**src/rtl/cellrv32_bus_arbiter.sv**
```systemverilog
// ------------------------------------------------------------------------------------------------
// cellrv32_bus_arbiter
//
// Shares the processor-internal bus between two requesters with a single outstanding transfer.
//   Port A: CPU data port (read/write).
//   Port B: i-cache block-download port (read-only).
// Request pulses are buffered, so a pulse that arrives while the bus is busy is served later.
// An optional watchdog turns a hung WAIT phase into an error towards the granted port.
//
// Ports
//   clk_i, rstn_i          clock (rising edge), asynchronous active-low reset
//   a_*_i / a_*_o          port A request (addr, wdata, ben, re/we pulses) and response
//   b_*_i / b_*_o          port B request (addr, re pulse, cached flag) and response
//   bus_src_o              grant owner (0 = A, 1 = B)
//   bus_cached_o           b_cached_i while B owns an active transfer
//   bus_addr/wdata/ben_o   muxed request fields, following the grant register
//   bus_re_o / bus_we_o    one-cycle bus strobes
//   bus_rdata/ack/err_i    bus response
// ------------------------------------------------------------------------------------------------
module cellrv32_bus_arbiter #(
    parameter bit          PORT_A_PRIO = 1'b1,
    parameter int unsigned TIMEOUT     = 255
) (
    input  logic        clk_i,
    input  logic        rstn_i,
    // port A: CPU data port
    input  logic [31:0] a_addr_i,
    input  logic [31:0] a_wdata_i,
    input  logic [3:0]  a_ben_i,
    input  logic        a_re_i,
    input  logic        a_we_i,
    output logic [31:0] a_rdata_o,
    output logic        a_ack_o,
    output logic        a_err_o,
    // port B: instruction / cache download port
    input  logic [31:0] b_addr_i,
    input  logic        b_re_i,
    input  logic        b_cached_i,
    output logic [31:0] b_rdata_o,
    output logic        b_ack_o,
    output logic        b_err_o,
    // shared bus
    output logic        bus_src_o,
    output logic        bus_cached_o,
    output logic [31:0] bus_addr_o,
    output logic [31:0] bus_wdata_o,
    output logic [3:0]  bus_ben_o,
    output logic        bus_re_o,
    output logic        bus_we_o,
    input  logic [31:0] bus_rdata_i,
    input  logic        bus_ack_i,
    input  logic        bus_err_i
);

    localparam int unsigned CntW = (TIMEOUT > 0) ? $clog2(TIMEOUT + 1) : 1;
    localparam logic [CntW-1:0] TimeoutLast = CntW'((TIMEOUT > 0) ? TIMEOUT - 1 : 0);
    localparam logic [CntW-1:0] CntMax      = {CntW{1'b1}};

    typedef enum logic [1:0] {
        StIdle,
        StReq,
        StWait
    } state_e;

    state_e            state_q, state_d;
    logic              grant_q, grant_d;          // 0 = A, 1 = B
    logic              granted_once_q, granted_once_d;
    logic              rw_q, rw_d;                // current transfer is a write
    logic              a_req_buf_q, a_req_buf_d;
    logic              a_rw_buf_q, a_rw_buf_d;
    logic              b_req_buf_q, b_req_buf_d;
    logic [CntW-1:0]   cnt_q, cnt_d;

    logic a_pulse;
    logic pend_a;
    logic pend_b;
    logic grant_sel;
    logic xfer_ack;
    logic xfer_err;
    logic active;

    assign a_pulse = a_re_i | a_we_i;
    assign pend_a  = a_pulse | a_req_buf_q;
    assign pend_b  = b_re_i | b_req_buf_q;

    // Grant resolution for the IDLE state. In round-robin mode the tie goes to the port that was
    // not granted last; before any grant has happened there is no "last" port, so A wins.
    always_comb begin
        grant_sel = 1'b0;
        if (pend_a && pend_b) begin
            if (PORT_A_PRIO) begin
                grant_sel = 1'b0;
            end else if (granted_once_q) begin
                grant_sel = ~grant_q;
            end else begin
                grant_sel = 1'b0;
            end
        end else begin
            grant_sel = ~pend_a;
        end
    end

    // Next-state, buffering and strobes.
    always_comb begin
        state_d        = state_q;
        grant_d        = grant_q;
        granted_once_d = granted_once_q;
        rw_d           = rw_q;
        cnt_d          = cnt_q;
        a_req_buf_d    = a_req_buf_q | a_pulse;
        a_rw_buf_d     = a_pulse ? a_we_i : a_rw_buf_q;  // re+we together counts as a write
        b_req_buf_d    = b_req_buf_q | b_re_i;
        bus_re_o       = 1'b0;
        bus_we_o       = 1'b0;
        xfer_ack       = 1'b0;
        xfer_err       = 1'b0;

        unique case (state_q)
            StIdle: begin
                if (pend_a || pend_b) begin
                    grant_d        = grant_sel;
                    granted_once_d = 1'b1;
                    state_d        = StReq;
                    if (!grant_sel) begin
                        a_req_buf_d = 1'b0;
                        rw_d        = a_pulse ? a_we_i : a_rw_buf_q;
                    end else begin
                        b_req_buf_d = 1'b0;
                        rw_d        = 1'b0;
                    end
                end
            end

            StReq: begin
                bus_re_o = ~rw_q;
                bus_we_o = rw_q;
                cnt_d    = '0;
                state_d  = StWait;
            end

            StWait: begin
                if (bus_ack_i) begin
                    xfer_ack = 1'b1;
                    state_d  = StIdle;
                end else if (bus_err_i) begin
                    xfer_err = 1'b1;
                    state_d  = StIdle;
                end else begin
                    if (cnt_q != CntMax) begin
                        cnt_d = cnt_q + CntW'(1);
                    end
                    if ((TIMEOUT != 0) && (cnt_q == TimeoutLast)) begin
                        xfer_err = 1'b1;
                        state_d  = StIdle;
                    end
                end
            end

            default: begin
                state_d = StIdle;
            end
        endcase
    end

    always_ff @(posedge clk_i or negedge rstn_i) begin
        if (!rstn_i) begin
            state_q        <= StIdle;
            grant_q        <= 1'b0;
            granted_once_q <= 1'b0;
            rw_q           <= 1'b0;
            a_req_buf_q    <= 1'b0;
            a_rw_buf_q     <= 1'b0;
            b_req_buf_q    <= 1'b0;
            cnt_q          <= '0;
        end else begin
            state_q        <= state_d;
            grant_q        <= grant_d;
            granted_once_q <= granted_once_d;
            rw_q           <= rw_d;
            a_req_buf_q    <= a_req_buf_d;
            a_rw_buf_q     <= a_rw_buf_d;
            b_req_buf_q    <= b_req_buf_d;
            cnt_q          <= cnt_d;
        end
    end

    // Response routing: only the granted port ever sees ack/err/rdata.
    assign active       = (state_q == StReq) || (state_q == StWait);
    assign a_ack_o      = xfer_ack & ~grant_q;
    assign a_err_o      = xfer_err & ~grant_q;
    assign b_ack_o      = xfer_ack & grant_q;
    assign b_err_o      = xfer_err & grant_q;
    assign a_rdata_o    = a_ack_o ? bus_rdata_i : 32'h0;
    assign b_rdata_o    = b_ack_o ? bus_rdata_i : 32'h0;

    assign bus_src_o    = grant_q;
    assign bus_cached_o = active & grant_q & b_cached_i;
    assign bus_addr_o   = grant_q ? b_addr_i : a_addr_i;
    assign bus_wdata_o  = grant_q ? 32'h0 : a_wdata_i;
    assign bus_ben_o    = grant_q ? 4'hF : a_ben_i;

endmodule

```
**config.mk**
```make
export PLATFORM = sky130hd
export DESIGN_NAME = cellrv32_bus_arbiter
export DESIGN_NICKNAME = d
export VERILOG_FILES = /design/src/rtl/cellrv32_bus_arbiter.sv
export SDC_FILE = /design/constraint.sdc
export NUM_CORES = 1
export LEC_CHECK = 0
export ABC_AREA = 1
export ABC_CLOCK_PERIOD_IN_PS = 1300
export CORE_AREA = 4 4 105 107
export DETAILED_ROUTE_END_ITERATION = 8
export DIE_AREA = 0 0 109 111
export GPL_ROUTABILITY_DRIVEN = 0
export GPL_TIMING_DRIVEN = 0
export PLACE_DENSITY = 0.77
export SLEW_MARGIN = 20
export SYNTH_ARGS = -nofsm -noshare
export SYNTH_HDL_FRONTEND = slang
export SYNTH_SLANG_ARGS = --single-unit
```
**constraint.sdc**
```tcl
create_clock -name clk_i -period 1.3 [get_ports clk_i]
set_input_delay 0.195 -clock clk_i [delete_from_list [all_inputs] [get_ports clk_i]]
set_output_delay 0.195 -clock clk_i [all_outputs]
set_load 0.005 [all_outputs]
```
Word-level counts from Yosys, hierarchy flattened. Index checks and enable logic that the tools add are counted.

Reductions and logical operators: 8. Muxes and demuxes: 31. Equal/unequal tests: 9. Add/subtract/negate cells: 1. Bitwise gates (word level): 12.

Operators with widths (count): $mux 32 (4); $mux 8 (3); $mux 1 (17); $pmux 8 s2 (1); $add 8x1->8 const B (1); $eq 8x8->1 const B (1); $mux 2 (4); $ne 2x2->1 const B (4); $ne 8x8->1 const B (1); $and 1x1->1 (6); $pmux 2 s3 (1); $mux 4 (1); $ne 4x4->1 const B (1); $reduce_and 2->1 (2); $reduce_and 4->1 (1); $not 1->1 (3); $or 1x1->1 (3); $eq 2x1->1 const B (1); $eq 2x2->1 const B (1); $logic_not 2->1 (1); $logic_or 1x1->1 (2); $reduce_bool 2->1 (1); $logic_and 1x1->1 (1).

Bits in registers: 15. Bits of input ports: 140. Word-level logic and storage cells: 68.

Longest topological paths before layout. Gate-level depths: netlist of the first run.

Depth in word-level cells: 7. Depth in mapped cells: 8. Mapped depth without buffers: 8.

Worst setup path after synthesis of the first run. OpenSTA, ideal clock, no wires.

Path type: flip-flop to output port. Start: register state_q[0]. End: output a_rdata_o[11]. Slack: -0.248 ns. Arrival: 1.353 ns. Cell stages (with the launch flop): 8. Cell sequence: dfrtp_1 -> inv_1 -> ha_1 -> nand2_1 -> nor2_1 -> inv_1 -> buf_4 -> nor2_1.

Longest elaborated chain between the ends: 4.

RTL lines: from (decl) (line 65) `state_e state_q, state_d;`; from (signal assigned) (line 167) `state_q <= StIdle;`; from (signal assigned) (line 176) `state_q <= state_d;`; $eq 2x2->1 (line 118) `unique case (state_q)`; $mux 1 (line 118); $and 1x1->1 (line 189) `assign a_ack_o = xfer_ack & ~grant_q;`; via a_ack_o (line 33) `output logic a_ack_o,`; $mux 32 (line 193) `assign a_rdata_o = a_ack_o ? bus_rdata_i : 32'h0;`; to (decl) (line 32) `output logic [31:0] a_rdata_o,`.

The timed path passes the listed nets, and every way through them passes these cells.

Worst setup path in the final report of the first run.
Start: register state_q[0]. End: output a_rdata_o[3].

Longest elaborated chain between the ends: 4.

RTL lines (line): $eq 2x2->1 (118); $mux 1 (118); $and 1x1->1 (189); $mux 32 (193).

No other way between the ends.

==> results of run 1 <==
## logic make-up after synthesis
| family | Yosys count | share of synthesized area |
|---|---|---|
| buffers and inverters | 99 | 0.204 |
| AOI/OAI and AO/OA | 10 | 0.0315 |
| xor gates and xnor gates | 1 | 0.00432 |
| and+or+nand+nor | 276 | 0.538 |
| DFF | 15 | 0.185 |
| adders and majority gates | 6 | 0.0370 |
## worst min path at each step
stage / start / to / slack, ns / cells after the start
CTS: rstn_i / a_rw_buf_q$_DFF_PN0_ / 0.39 / 1
finish: rstn_i / a_rw_buf_q$_DFF_PN0_ / 0.36 / 1
floorplan: rstn_i / a_req_buf_q$_DFF_PN0_ / -0.10 / 0
global route: rstn_i / cnt_q[0]$_DFFE_PN0P_ / 0.44 / 1
detailed placement: a_rw_buf_q$_DFF_PN0_ / a_rw_buf_q$_DFF_PN0_ / 0.46 / 2
global placement: a_rw_buf_q$_DFF_PN0_ / a_rw_buf_q$_DFF_PN0_ / 0.45 / 2
## metal layers
layer	vias up	share of wire	track usage
li1	1852	-	-
met1	1732	0.33	0.199
met2	204	0.54	0.378
met3	18	0.11	0.0664
met4	0	0.016	0.0269
met5	-	0	0
## stage by stage
step	setup slack (ns)	power, W
2_1_floorplan	-0.0202	0.00256
3_3_place_gp	-0.935	0.00539
3_5_place_dp	-0.938	0.00546
4_1_cts	-0.572	0.00635
5_1_grt	-0.677	0.00959
6_report	-0.582	0.00901
## repair_timing
item,in CTS,in global routing
setup buffers,11,39
pin swaps,5,59
endpoints found under the hold margin,0,0
setup endpoints to repair,150,151
gates cloned,3,11
gates resized for setup,347,448
## power by group through the flow
stage | Clock, W | Sequential, W | Combinational (W)
floorplan | 0 | 0.000657 | 0.00190
global placement | 0 | 0.000667 | 0.00472
detailed placement | 0 | 0.000673 | 0.00478
CTS | 0.000390 | 0.000671 | 0.00529
global route | 0.000430 | 0.000685 | 0.00848
finish | 0.000383 | 0.000675 | 0.00796
## registers in the layout, summed over array words and instances (netlist names)
register	count
b_req_buf_q	1
rw_q	1
cnt_q	8
a_req_buf_q	1
bus_src_o	1
a_rw_buf_q	1
state_q	2
## layout by cell type (no fill, tap or decap), types with 3 or more instances in the layout
cell | synthesis | routed
ha_1 | 6 | 3
ha_4 | 0 | 3
o21ai_0 | 7 | 4
inv_1 | 79 | 74
nand2_1 | 136 | 90
nand2_4 | 0 | 11
inv_2 | 3 | 3
nor2_1 | 118 | 21
or2_4 | 0 | 3
buf_4 | 1 | 17
nor2_4 | 0 | 48
buf_12 | 0 | 11
clkbuf_8 | 0 | 3
clkdlybuf4s15_2 | 0 | 15
buf_16 | 0 | 3
buf_8 | 0 | 12
dfrtp_1 | 15 | 13
nand2_2 | 2 | 37
nand3_1 | 9 | 7
nor2_2 | 1 | 50
o21ai_1 | 0 | 3
buf_2 | 1 | 72
clkdlybuf4s50_1 | 0 | 139
buf_6 | 5 | 52
clkbuf_2 | 0 | 27
clkbuf_16 | 0 | 9
## final cells by class
type | count | area share
timing repair buffer | 340 | 0.497
sequential | 15 | 0.0593
tap | 136 | 0.0267
buffer | 17 | 0.0489
clock buffer | 4 | 0.00707
multi-input combinational | 294 | 0.308
inverter | 82 | 0.0530
==> results.ini, run 1 <==
[timing]
min_period_over_period = 1.45
max_freq_ghz = 0.531
setup_viol = 149
hold_viol_final = 0
hold_slack_ns = 0.362
slew_viol_final = 0
slew-limit-headroom = 0.537
final.setup.tns_ns = -61.56
rsz0062_at_grt = yes
final.setup_skew_ns = 0.00147
fin_ws_ns = -0.582
tightest_slew_ns = 0.692
period_needed_ns = 1.88

[setup_path]
arrival_ns = 1.69
r2r-start = state_q[0]$_DFFE_PN0P_
reg2reg_slack_ns = -0.36
critPathBufInv = 4
critical-path-top-delay-family = buffers and inverters
r2r-end = cnt_q[5]$_DFFE_PN0P_
cp_slowest_stage_delay_ns = 0.39
worstPathCellList = inv_2 -> ha_4 -> nand2_4 -> nor2_4 -> clkinv_4 -> buf_16 -> nor2_2 -> buf_2
crit_start = state_q[0]$_DFFE_PN0P_
worstSetupEndpointType = primary output
crit_cells = 8
critical_path_class = reg2out
cp-start-kind = flip-flop
cp-endpoint = a_rdata_o[3]
crit_fanout = 7
cp_slowest_cell = dfrtp_1
worstRegToRegCells = 10
cp.required_ns = 1.11

[route]
drt_iter0_markers = 191
via_per_inst = 4.29
vias = 3806
drc = 0
dr.pass1.iters = 5
wl_per_cell_um = 15.9
routed_wl_um = 14200
ant_nets = 0

[place]
dp_cells = 822
post_dp_cell_area_mm2 = 0.00518
dp_hpwl_um = 10600
io_buffers = 279

[power_and_ir_drop]
netSwitchingFraction = 0.410
ir_worst_vdd_v = 0.000989
internal_power_w = 0.00532
comb_power_share = 0.883
p_leak_nw = 3.23
cellPowerDensity_mw_per_mm2 = 1420
p_clk_frac = 0.043
seqPwrFrac = 0.075
p_switching_w = 0.00370

[outcome]
status = finished, violations left
violations = negative setup slack

[global_routing]
grt_pass1_wl_um = 18700
gr-total-overflow = 0
grt_pass1_vias = 3599
grt_start_max_net_pins = 16
antenna_found_initial = 0
track_usage = 0.194

[synthesis]
synth.net_count = 553
syn_inst = 407
avgSynthCellArea_um2 = 4.98
synthArstFlopShare = 1.00
synth_top_area_share = 0.252
yosysSeqAreaShare = 0.185
synth_largest_area_cell = nand2_1
ys_types = 25
synth_edf_count = 0
synthesis.area_mm2 = 0.00203
yosysMostFrequentCell = nand2_1
synth_common_cells = 136 x nand2_1, 118 x nor2_1, 79 x inv_1
yosys_register_bits = 15
ys.flop_type = dfrtp_1
yosys_warnings = 0
yosys-top-cells-area = nand2_1 25%, nor2_1 22%, dfrtp_1 19%, inv_1 15%, ha_1 3.7%

[clocking]
clock_path_buffers = 2
cts_tree = built
root_buffer = clkbuf_8
clk_pin_slew_worst_paths_ns = 0.06
numCtsBuffers = 3
cts_hold_buf = 0
clock_latency_ns = 0.25
htree_levels = 1
cts_sinks = 15

[floorplanning]
die_y_um = 111
core_area_mm2 = 0.0101
ioPinCount = 280
row_count = 37
initial_core_util = 0.200
fp.dieW_um = 109
die-area_mm2 = 0.0121

[final_layout]
drive_gt1_frac = 0.520
fin_cells = 888
num-fill-cells = 891
seqCellArea_um2 = 378
area.growth.synth_to_final_pct = 214
nets = 899
design_area_mm2 = 0.00637
antennaDiodeCount = 0
multi_input_area_mm2 = 0.00196
utilization = 0.628

[worst_hold_path]
worst_hold_path_type = in2async

[run]
maxCapViolations = 0

No activity file was read; power rests on OpenSTA's default activity.
==> run 2, diff against run 1 <==
Settings changed: CORE_AREA 4 4 105 107 to 2 2 109 111, DIE_AREA 0 0 109 111 to 0 0 111 113, GPL_TIMING_DRIVEN 0 to unset, PLACE_DENSITY 0.77 to 0.71.
==> results.ini, run 2 (same netlist as run 1, synthesis figures left out) <==
[final_layout]
reg_top3 = cnt_q (8), state_q (2)
largest_register_ffs = 8  ; unchanged
final_common_cell = clkdlybuf4s50_1
nets = 906  ; +0.78%
antennaDiodeCount = 0  ; unchanged
area.growth.synth_to_final_pct = 210
design_area_mm2 = 0.00628  ; -1.4%
regMostFlops = cnt_q
num-fill-cells = 1017  ; +14%
layout_common_cells = 139 x clkdlybuf4s50_1, 101 x buf_2, 81 x nand2_1, 74 x inv_1, 63 x nor2_2
drive_gt1_frac = 0.536  ; +0.0163

[route]
drc = 0  ; unchanged
dr.pass1.iters = 4  ; -1
via_per_inst = 4.27  ; -0.41%
wl_per_cell_um = 15.4  ; -3.4%
drt_iter0_markers = 158  ; -17%
ant_nets = 0  ; unchanged
routed_wl_um = 13900  ; -1.9%
vias = 3850  ; +1.2%

[clocking]
cts_sinks = 15  ; unchanged
clock_latency_ns = 0.24  ; about the same
cts_hold_buf = 0  ; unchanged
clk_pin_slew_worst_paths_ns = 0.05  ; about the same
clock_path_buffers = 2  ; unchanged
cts_tree = built
numCtsBuffers = 3  ; unchanged
htree_levels = 1  ; unchanged
root_buffer = clkbuf_16

[power_and_ir_drop]
cellPowerDensity_mw_per_mm2 = 1370  ; -2.9%
ir_worst_vdd_v = 0.000737  ; -25%
seqPwrFrac = 0.079  ; +0.004
netSwitchingFraction = 0.419  ; +0.00867
p_leak_nw = 3.27  ; +1.3%
comb_power_share = 0.850  ; -0.033
p_clk_frac = 0.071  ; +0.028
p_switching_w = 0.00361  ; -2.3%
internal_power_w = 0.00501  ; -5.7%

[timing]
min_period_over_period = 1.43  ; -0.0206
max_freq_ghz = 0.539  ; +1.4%
tightest_slew_ns = 0.270  ; -0.422 ns
slew-limit-headroom = 0.819  ; +0.282
fin_ws_ns = -0.555  ; +0.0267 ns
hold_viol_final = 0  ; unchanged
rsz0062_at_grt = yes
setup_viol = 150  ; +0.67%
period_needed_ns = 1.86  ; -0.0267 ns
final.setup_skew_ns = 0.000531  ; -0.000941 ns
slew_viol_final = 0  ; unchanged

[outcome]
violations = negative setup slack
status = finished, violations left

[floorplanning]
row_count = 39  ; +5.4%
core_area_mm2 = 0.0113  ; +11%
ioPinCount = 280  ; unchanged
initial_core_util = 0.180  ; -0.0201
fp.dieW_um = 111  ; +1.8%
die-area_mm2 = 0.0125  ; +3.7%
die_y_um = 113  ; +1.8%

[setup_path]
arrival_ns = 1.66  ; -0.03 ns
reg2reg_slack_ns = -0.41  ; -0.05 ns
critical_path_class = reg2out
worstSetupEndpointType = primary output
r2r-end = cnt_q[6]$_DFFE_PN0P_
cp-endpoint = a_rdata_o[0]
cp-start-kind = flip-flop
crit_fanout = 6  ; -1
worstRegToRegCells = 11  ; +1
r2r-start = state_q[0]$_DFFE_PN0P_
cp.required_ns = 1.11  ; about the same
crit_start = state_q[0]$_DFFE_PN0P_

[place]
dp_hpwl_um = 9590  ; -9.5%
io_buffers = 279  ; unchanged
pre_cts_ws_ns = -0.699  ; +0.239 ns
post_dp_cell_area_mm2 = 0.00538  ; +3.9%

[global_routing]
gr-total-overflow = 0  ; unchanged
grt_pass1_wl_um = 19400  ; +4.1%
track_usage = 0.191  ; -0.00373
grt_pass1_vias = 3870  ; +7.5%
grt_start_max_net_pins = 22  ; +6
antenna_found_initial = 0  ; unchanged

[worst_hold_path]
worst_hold_path_type = in2async

[run]
maxCapViolations = 0  ; unchanged

## run 2: changes by cell type in the layout (fill, tap and decap cells not counted), moves of 3 or more
| cell | before | now |
|---|---|---|
| buf_6 | 52 | 40 |
| buf_16 | 3 | 7 |
| clkbuf_8 | 3 | 0 |
| nand2_2 | 37 | 45 |
| clkbuf_2 | 27 | 12 |
| buf_2 | 72 | 101 |
| nor2_4 | 48 | 33 |
| buf_8 | 12 | 4 |
| nand2_1 | 90 | 81 |
| nor2_2 | 50 | 63 |
| buf_4 | 17 | 33 |
## run 2: worst min path at each step
stage,start,slack [ns],cells past startpoint,to
4_1_cts,rstn_i,0.28,2,cnt_q[2]$_DFFE_PN0P_
3_3_place_gp,a_rw_buf_q$_DFF_PN0_,0.46,2,a_rw_buf_q$_DFF_PN0_
5_1_grt,rstn_i,0.30,2,cnt_q[2]$_DFFE_PN0P_
3_5_place_dp,a_rw_buf_q$_DFF_PN0_,0.47,2,a_rw_buf_q$_DFF_PN0_
6_report,rstn_i,0.27,2,a_req_buf_q$_DFF_PN0_
2_1_floorplan,rstn_i,-0.10,0,a_req_buf_q$_DFF_PN0_
## run 2: worst max-delay path, stage by stage (launching register included)
cell	delay (ns)
dfrtp_1	0.38
inv_2	0.08
ha_4	0.16
nand2_4	0.07
nor2_4	0.16
inv_6	0.08
buf_12	0.14
buf_16	0.15
nor2_2	0.08
buf_2	0.12
## run 2: final cells by class
class	instances	area (um2)	share of cell area
well taps	143	179	0.0285
repair buffers	364	3380	0.538
multi-input cells	294	1930	0.308
clock buffers	4	78.8	0.0126
flip-flops and latches	15	377	0.0600
inverters	82	333	0.0530
## run 2: per-layer routing
metal | routed length [um] | global-route usage | vias up
li1 | - | - | 1868
met4 | 426 | 0.0517 | 0
met3 | 1040 | 0.0396 | 34
met1 | 4980 | 0.204 | 1725
met5 | 0 | 0 | -
met2 | 7450 | 0.377 | 223
## run 2: metrics by stage
step | util | instances | hold WS [ns] | setup TNS [ns] | power (W)
floorplan | - | 407 | -0.101 | -0.607 | 0.00256
global placement | 0.478 | 844 | 0.457 | -66.32 | 0.00567
detailed placement | 0.478 | 844 | 0.466 | -68.32 | 0.00573
CTS | 0.505 | 874 | 0.277 | -61.61 | 0.00696
global route | 0.557 | 902 | 0.297 | -63.32 | 0.00917
finish | 0.557 | 902 | 0.269 | -55.18 | 0.00863
## run 2: power groups by stage
| stage | combinational (W) | sequential (W) | clock (W) |
|---|---|---|---|
| 2_1_floorplan | 0.00190 | 0.000657 | 0 |
| 3_3_place_gp | 0.00498 | 0.000688 | 0 |
| 3_5_place_dp | 0.00504 | 0.000693 | 0 |
| 4_1_cts | 0.00564 | 0.000705 | 0.000613 |
| 5_1_grt | 0.00784 | 0.000694 | 0.000642 |
| 6_report | 0.00733 | 0.000682 | 0.000612 |
## run 2: what timing repair did
| item | in CTS | in global routing |
|---|---|---|
| cloned | 7 | 6 |
| resized for setup | 450 | 280 |
| endpoints found under the setup margin | 150 | 152 |
| pin swaps | 7 | 51 |
| setup buffers | 22 | 28 |
==> run 3, diff against run 2 <==
Settings changed: CORE_AREA 2 2 109 111 to 5 5 106 108, MAX_ROUTING_LAYER set to met4, PLACE_DENSITY 0.71 to 0.77.
==> results.ini, run 3 (same netlist as run 1, synthesis figures left out) <==
[final_layout]
final_common_cell = clkdlybuf4s50_1
drive_gt1_frac = 0.526  ; -0.0105
nets = 904  ; -0.22%
regMostFlops = cnt_q
antennaDiodeCount = 0  ; unchanged
num-fill-cells = 846  ; -17%
area.growth.synth_to_final_pct = 207
reg_top3 = cnt_q (8), state_q (2)
largest_register_ffs = 8  ; unchanged
layout_common_cells = 139 x clkdlybuf4s50_1, 100 x buf_2, 78 x nand2_1, 73 x inv_1, 57 x buf_6
utilization = 0.614  ; +0.0572

[global_routing]
antenna_found_initial = 0  ; unchanged
grt_pass1_vias = 3924  ; +1.4%
track_usage = 0.207  ; +0.0166
grt_pass1_wl_um = 20600  ; +5.9%
grt_start_max_net_pins = 28  ; +27%
gr-total-overflow = 0  ; unchanged

[timing]
hold_viol_final = 0  ; unchanged
min_period_over_period = 1.41  ; -0.0198
slew-limit-headroom = 0.836  ; +0.0171
max_freq_ghz = 0.547  ; +1.4%
tightest_slew_ns = 0.245  ; -0.0256 ns
rsz0062_at_grt = yes
slew_viol_final = 0  ; unchanged
setup_viol = 151  ; +0.67%
fin_ws_ns = -0.529  ; +0.0258 ns
period_needed_ns = 1.83  ; -0.0258 ns
hold_slack_ns = 0.260  ; -0.00861 ns
final.setup_skew_ns = 0.00353  ; +0.00300 ns

[outcome]
status = finished, violations left
violations = negative setup slack

[clocking]
clock_path_buffers = 2  ; unchanged
htree_levels = 1  ; unchanged
cts_tree = built
cts_sinks = 15  ; unchanged
numCtsBuffers = 3  ; unchanged
clk_pin_slew_worst_paths_ns = 0.06  ; about the same
cts_hold_buf = 0  ; unchanged
root_buffer = clkbuf_8
clock_latency_ns = 0.25  ; about the same

[power_and_ir_drop]
ir_worst_vdd_v = 0.000920  ; +25%
netSwitchingFraction = 0.424  ; +0.00540
p_clk_frac = 0.044  ; -0.027
p_leak_nw = 3.31  ; +1.3%
internal_power_w = 0.00491  ; -2.1%
cellPowerDensity_mw_per_mm2 = 1370  ; -0.33%
comb_power_share = 0.875  ; +0.025
p_switching_w = 0.00362  ; +0.13%
seqPwrFrac = 0.082  ; +0.003

[floorplanning]
initial_core_util = 0.200  ; +0.0201
ioPinCount = 280  ; unchanged
fp.dieW_um = 111  ; unchanged
core_area_mm2 = 0.0101  ; -10%
row_count = 37  ; -5.1%
die-area_mm2 = 0.0125  ; unchanged
die_y_um = 113  ; unchanged

[setup_path]
arrival_ns = 1.63  ; -0.03 ns
cp.required_ns = 1.11  ; about the same
critical_path_class = reg2out
crit_fanout = 5  ; -1
worstSetupEndpointType = primary output
cp-start-kind = flip-flop

[route]
wl_per_cell_um = 15.7  ; +2.2%
drt_iter0_markers = 193  ; +22%
vias = 3781  ; -1.8%
ant_nets = 0  ; unchanged
dr.pass1.iters = 4  ; unchanged
routed_wl_um = 14100  ; +1.2%
via_per_inst = 4.23  ; -0.80%
drc = 0  ; unchanged

[place]
dp_hpwl_um = 10900  ; +14%
io_buffers = 279  ; unchanged

[run]
maxCapViolations = 0  ; unchanged

[worst_hold_path]
worst_hold_path_type = in2async

run 3: cell types whose count changed in the layout (fill, tap and decap cells not counted), sizes merged:
| cell | delta |
|---|---|
| buf | +13 |
| clkdlybuf4s15 | -12 |
| clkbuf | -4 |
| inv | +1 |
run 3: worst max-delay path, cell delays in order (launching register included):
cell and delay, ns:
dfrtp_1 0.39, inv_2 0.08, ha_4 0.15, nand2_4 0.07
nor2_4 0.15, inv_6 0.09, buf_12 0.15, buf_12 0.12
nor2_4 0.08, buf_6 0.11
run 3: layout make-up:
type	instances	area (um2)	share of cell area
Clock buffer	3	41.3	0.00663
Tap cell	136	170	0.0273
Multi-Input combinational cell	294	1960	0.315
Sequential cell	15	377	0.0605
Timing Repair Buffer	362	3350	0.538
Inverter	82	325	0.0523
Clock inverter	1	5.00	0.000804
run 3: power by group through the flow:
| stage | combinational (W) | sequential [W] | clock [W] |
|---|---|---|---|
| 2_1_floorplan | 0.00190 | 0.000657 | 0 |
| 6_report | 0.00746 | 0.000697 | 0.000371 |
| 3_5_place_dp | 0.00523 | 0.000689 | 0 |
| 3_3_place_gp | 0.00515 | 0.000683 | 0 |
| 5_1_grt | 0.00798 | 0.000706 | 0.000408 |
| 4_1_cts | 0.00586 | 0.000687 | 0.000381 |
run 3: layer usage:
metal / routed length, um / GRT usage
met1: 5170 / 0.221
met5: 0 / -
met3: 928 / 0.0358
met2: 7550 / 0.392
met4: 407 / 0.0599
run 3: per-stage QoR:
step	area, um2	worst slack (ns)	setup TNS (ns)	cells	power, W
6_report	6230	-0.529	-52.29	893	0.00853
5_1_grt	6230	-0.598	-60.54	893	0.00909
4_1_cts	5620	-0.554	-53.64	874	0.00692
3_5_place_dp	5450	-0.818	-77.05	847	0.00592
3_3_place_gp	5450	-0.782	-75.60	847	0.00583
2_1_floorplan	2220	-0.0202	-0.607	407	0.00256
run 3: what timing repair did:
item                                    4_1_cts  5_1_grt
setup buffers                                18       20
pin swaps                                    24       45
endpoints found under the setup margin      150      152
resized for setup                           579      210
cloned                                        6        6
run 3: path summary, 6_finish.rpt:
check / from / slack (ns) / cells past startpoint / to
hold / removal: rstn_i / 0.26 / 2 / cnt_q[0]$_DFFE_PN0P_
setup / recovery: state_q[0]$_DFFE_PN0P_ / -0.53 / 9 / b_rdata_o[28]
hold reg to reg: a_rw_buf_q$_DFF_PN0_ / 0.48 / 2 / a_rw_buf_q$_DFF_PN0_
max in group asynchronous: rstn_i / 0.85 / 2 / bus_src_o$_DFFE_PN0P_
setup reg to reg: state_q[0]$_DFFE_PN0P_ / -0.38 / 11 / cnt_q[0]$_DFFE_PN0P_
min in group clk_i: a_rw_buf_q$_DFF_PN0_ / 0.48 / 2 / a_rw_buf_q$_DFF_PN0_
